## config.mk

```make
export PLATFORM = sky130hd
export DESIGN_NAME = clk_period_meter
export DESIGN_NICKNAME = d
export VERILOG_FILES = /design/src/rtl/clk_period_meter.sv
export SDC_FILE = /design/constraint.sdc
export NUM_CORES = 1
export LEC_CHECK = 0
export CAP_MARGIN = 20
export CELL_PAD_IN_SITES_DETAIL_PLACEMENT = 0
export CELL_PAD_IN_SITES_GLOBAL_PLACEMENT = 2
export CORE_UTILIZATION = 30
export DETAILED_ROUTE_END_ITERATION = 7
export PLACE_DENSITY_LB_ADDON = 0.1
export SETUP_SLACK_MARGIN = 0.1
export SLEW_MARGIN = 20
export SYNTH_ARGS = -nofsm -noshare
export SYNTH_HDL_FRONTEND = slang
export SYNTH_SLANG_ARGS = --single-unit
export TNS_END_PERCENT = 100
```

## constraint.sdc

```tcl
create_clock -name clk -period 1.76 [get_ports clk]
set_input_delay 0.264 -clock clk [delete_from_list [all_inputs] [get_ports clk]]
set_output_delay 0.264 -clock clk [all_outputs]
set_load 0.005 [all_outputs]
```

## src/rtl/clk_period_meter.sv

```systemverilog
// clk_period_meter: measures period and high time of an asynchronous divided clock in reference-clock cycles
module clk_period_meter #(
  parameter int CNT_W = 16
) (
  input  logic             clk,
  input  logic             rst,
  input  logic             sig_in,
  input  logic             meas_ready,
  output logic [CNT_W-1:0] period,
  output logic [CNT_W-1:0] high_time,
  output logic             meas_valid,
  output logic             locked,
  output logic             timeout,
  output logic             overrun
);
  localparam logic [0:0] IDLE = 1'b0;
  localparam logic [0:0] MEASURE = 1'b1;
  localparam logic [CNT_W-1:0] CNT_MAX = '1;
  localparam logic [CNT_W-1:0] ONE = CNT_W'(1);
  logic             s1_q, s2_q, s3_q;
  logic [0:0]       state_q, state_d;
  logic [CNT_W-1:0] cnt_q, cnt_d;
  logic [CNT_W-1:0] hcnt_q, hcnt_d;
  logic [CNT_W-1:0] last_p_q, last_p_d;
  logic             prev_q, prev_d;
  logic             locked_q, locked_d;
  logic             timeout_q, timeout_d;
  logic [CNT_W-1:0] period_q, period_d;
  logic [CNT_W-1:0] high_q, high_d;
  logic             valid_q, valid_d;
  logic             overrun_q, overrun_d;
  logic             rise, measuring, capture, expire, load;
  assign rise      = s2_q & ~s3_q;
  assign measuring = state_q == MEASURE;
  assign capture   = measuring & rise;
  assign expire    = measuring & ~rise & (cnt_q == CNT_MAX);
  assign load      = capture & (~valid_q | meas_ready);
  assign period     = period_q;
  assign high_time  = high_q;
  assign meas_valid = valid_q;
  assign locked     = locked_q;
  assign timeout    = timeout_q;
  assign overrun    = overrun_q;
  // synchronize sig_in and keep one extra stage for edge detection
  always_ff @(posedge clk) begin
    if (!rst) begin
      s1_q <= 1'b0;
      s2_q <= 1'b0;
      s3_q <= 1'b0;
    end else begin
      s1_q <= sig_in;
      s2_q <= s1_q;
      s3_q <= s2_q;
    end
  end
  // fsm and period/high counters: a rise always restarts counting at 1
  always_comb begin
    state_d = !measuring ? (rise ? MEASURE : IDLE) : (expire ? IDLE : MEASURE);
    cnt_d   = rise ? ONE : expire ? '0 : measuring ? cnt_q + ONE : cnt_q;
    hcnt_d  = rise ? ONE : expire ? '0 : measuring ? hcnt_q + CNT_W'(s2_q) : hcnt_q;
  end
  // lock tracking sees every capture, including those dropped at the output
  always_comb begin
    last_p_d  = capture ? cnt_q : last_p_q;
    prev_d    = capture ? 1'b1 : expire ? 1'b0 : prev_q;
    locked_d  = capture ? (prev_q & (cnt_q == last_p_q)) : expire ? 1'b0 : locked_q;
    timeout_d = expire;
  end
  // output holding register with valid/ready handshake and sticky drop flag
  always_comb begin
    period_d  = load ? cnt_q : period_q;
    high_d    = load ? hcnt_q : high_q;
    valid_d   = load ? 1'b1 : (valid_q & meas_ready) ? 1'b0 : valid_q;
    overrun_d = overrun_q | (capture & ~load);
  end
  // state registers
  always_ff @(posedge clk) begin
    if (!rst) begin
      state_q   <= IDLE;
      cnt_q     <= '0;
      hcnt_q    <= '0;
      last_p_q  <= '0;
      prev_q    <= 1'b0;
      locked_q  <= 1'b0;
      timeout_q <= 1'b0;
      period_q  <= '0;
      high_q    <= '0;
      valid_q   <= 1'b0;
      overrun_q <= 1'b0;
    end else begin
      state_q   <= state_d;
      cnt_q     <= cnt_d;
      hcnt_q    <= hcnt_d;
      last_p_q  <= last_p_d;
      prev_q    <= prev_d;
      locked_q  <= locked_d;
      timeout_q <= timeout_d;
      period_q  <= period_d;
      high_q    <= high_d;
      valid_q   <= valid_d;
      overrun_q <= overrun_d;
    end
  end
endmodule

```

==> parameters.txt, run 1 <==
Parameter                              Value

Timing
  Worst slew slack as a fraction of its limit    0.723
  Total negative setup slack    0 ns
  Final number of max-transition violations    0
  Total count of hold-check failures in the final report    0
  Fin crit period    1.65 ns
  Max Clock Freq    605 MHz
  Period Utilization, post-route    0.938
  Unrepaired setup endpoints after global routing    true
  Worst Clk Skew    0.00500 ns
  Count of final setup violators    0
  Worst-margin pin slew    0.411 ns
  Worst setup margin    0.108 ns

Detailed routing
  Via Count    2990
  Routed length on met1    4.72 mm
  DRC    10
  Met2 routed WL    3.58 mm
  Topmost layer with routed signal wires    met4
  Remaining number of nets flagged by the antenna check after routing    0
  WL final    8.74 mm
  Count of routing violations after the opening detailed-route iteration    131
  Drt pass-1 iters    8
  Met3 routed WL    217 µm
  Average vias per placed instance    4.64
  Average wire per cell in the routed design    13.6 µm

Synth
  Synthesized instance count    438
  Number of flops mapped to enable cells by yosys    0
  Most common library cells after synthesis    nand2_1, dfxtp_1, a21oi_1, nor2_1, xor2_1
  Area share of the largest cell type after synthesis    0.497
  Sequential element share of the synthesized area    0.497
  Top-count cell post-synth    nand2_1
  Register bit count reported by yosys    89
  Average cell area after synthesis    8.19 µm²
  Top post-synthesis cells by area    dfxtp_1, nand2_1, a21oi_1
  Synth Net Count    445
  Share of flip-flops with an asynchronous set or reset    0
  Synth warnings    0
  Netlist area before placement    3590 µm²
  Cell variety after synth    30
  Cell type with the largest total area after synthesis    dfxtp_1
  Top flip-flop cell by instance count after synthesis    dfxtp_1

Worst setup path
  Standard cell with the maximum stage delay on the critical path    or4_4
  Type of the worst setup path    flip-flop to flip-flop
  Reg-to-Reg Start    cnt_q[6]
  Buffers and inverters on the worst path    0
  Crit path launch type    flip-flop
  Crit path from    cnt_q[6]
  Cells along the critical path    nand4_1 -> or4_4 -> o211a_1 -> a22o_1
  CP top delay family    simple AND/OR/NAND/NOR gates
  Critical Path RT    2.00 ns
  Arrival @ worst endpoint    1.89 ns
  Element type at the critical path end    flip-flop
  Largest fanout on the critical path    5
  Worst stage delay on the critical path    0.62 ns

Hold path
  Start point of the worst min-delay path    s1_q
  Worst min-delay path class    flip-flop to flip-flop

Cells and area
  Final layout net count    503
  Footprint of the flip-flops and latches    1790 µm²
  Fraction of layout instances using a drive strength above 1    0.130
  Diode insertion count for antenna repair    0
  Multi-input combinational cell area    1690 µm²
  Area delta synth->final    30.9%
  Number of fill cells in the layout    1212

Place
  Routability congestion estimate    0.779
  Number of I/O port buffers    39
  Total half-perimeter wirelength after legalization and detailed placement    6.03 mm
  Post-placement setup slack    0.0928 ns

Clock network
  Hold buffers post-CTS    0
  Clock-pin transition on the worst setup and hold timing paths    0.06 ns
  Clock root buffer    clkbuf_16
  Clock Sink Count    89
  Worst-Skew Late Latency    0.35 ns
  CTS tree    done
  Clock buffer count from CTS    9
  Count of H-tree levels built during CTS    3
  Maximum buffer depth of the clock tree    2

Pwr
  Power density cells    860 nW/µm²
  Static Leakage    0.00172 µW
  VDD IR max    0.416 mV

Floorplanning
  Die area    12400 µm²
  # IOs    40
  Effective utilization at floorplan    0.312
  Number of rows created at floorplan    39
  Area of the core region    11500 µm²
  Chip Width    111 µm
  Height of the die    111 µm

Run status
  Result of the run    finished with violations
  Failing checks    design-rule violations

GRT
  Aggregate global routing overflow    0
  Global-route wire length before repair    14.7 mm
  Initial antenna violation count    0
  Largest net degree at the start of global routing    52
  All-Layer GR Usage    0.153
  Via count of the first global-routing pass    2870

Run
  # Max-Cap Violations    0
layout make-up:
type | count | area share
clock buffers | 14 | 0.0605
clock inverters | 2 | 0.00213
inverters | 4 | 0.00320
multi-input cells | 314 | 0.360
flip-flops and latches | 89 | 0.381
well taps | 143 | 0.0381
repair buffers | 78 | 0.156
cell usage in the layout, fill, tap and decap left out, types with 6 or more instances in the layout:
master,count
xnor2_1,13
clkbuf_16,9
clkdlybuf4s50_1,39
nor2_1,34
o21ai_0,8
xor2_1,28
nand3_1,9
a21oi_1,52
buf_4,35
dfxtp_1,84
nand4_1,12
nor4_1,6
nand2_1,112
nor3_1,6
power by group:
group	switching (µW)	total, µW	internal [µW]	leakage, µW
combinational	69.3	117	47.9	0.000852
clock	780	1890	1110	0.000149
sequential	10.2	2030	2020	0.000720
total	859	4040	3180	0.00172
per-layer routing:
| layer | vias to the layer above | track usage |
|---|---|---|
| li1 | 1560 | - |
| met1 | 1377 | 0.220 |
| met2 | 42 | 0.213 |
| met3 | 11 | 0.0267 |
| met4 | 0 | 0.0919 |
| met5 | - | 0 |
registers in the layout (all words and copies together) (netlist names), 16 cells and up:
signal and count:
cnt_q 16, hcnt_q 16, high_time 16, last_p_q 16
period 16
final timing paths:
check | endpoint | slack, ns | depth (start not counted)
max | hcnt_q[0] | 0.11 | 4
min | s2_q | 0.43 | 1
max reg2reg | hcnt_q[0] | 0.11 | 4
min reg2reg | s2_q | 0.43 | 1
stage by stage:
step	hold WS, ns	area (µm²)	util	power (µW)	instances
6_report	0.433	4700	0.408	4040	644
3_5_place_dp	0.426	4350	0.378	2200	625
5_1_grt	0.468	4700	0.408	4190	644
4_1_cts	0.443	4640	0.403	4100	641
2_1_floorplan	0.391	3610	-	2140	438
3_3_place_gp	0.416	4350	0.378	2200	625
timing repair:
| item | 4_1_cts | 5_1_grt |
|---|---|---|
| pin swaps | 0 | 6 |
| setup endpoints to repair | 1 | 42 |
| setup buffers | 0 | 3 |
| endpoints found under the hold margin | 0 | 0 |
| gates resized for setup | 0 | 9 |
kinds of logic after synthesis:
family                   share of synthesized area
AO/OA/AOI/OAI                               0.0955
XOR/XNOR                                     0.100
adder cells (fa/ha/maj)                     0.0105
buffers and inverters                       0.0408
flip-flops                                   0.497
multiplexers                               0.00558
AND/OR/NAND/NOR                              0.251
(Power assumes the default switching activity.)
==> inputs of run 2 (changes only) <==
ABC_CLOCK_PERIOD_IN_PS = 1760   (was not set)
CAP_MARGIN = not set   (was 20)
==> results of run 2 <==
Final layout, timing and power as in run 1 (identical DEF).
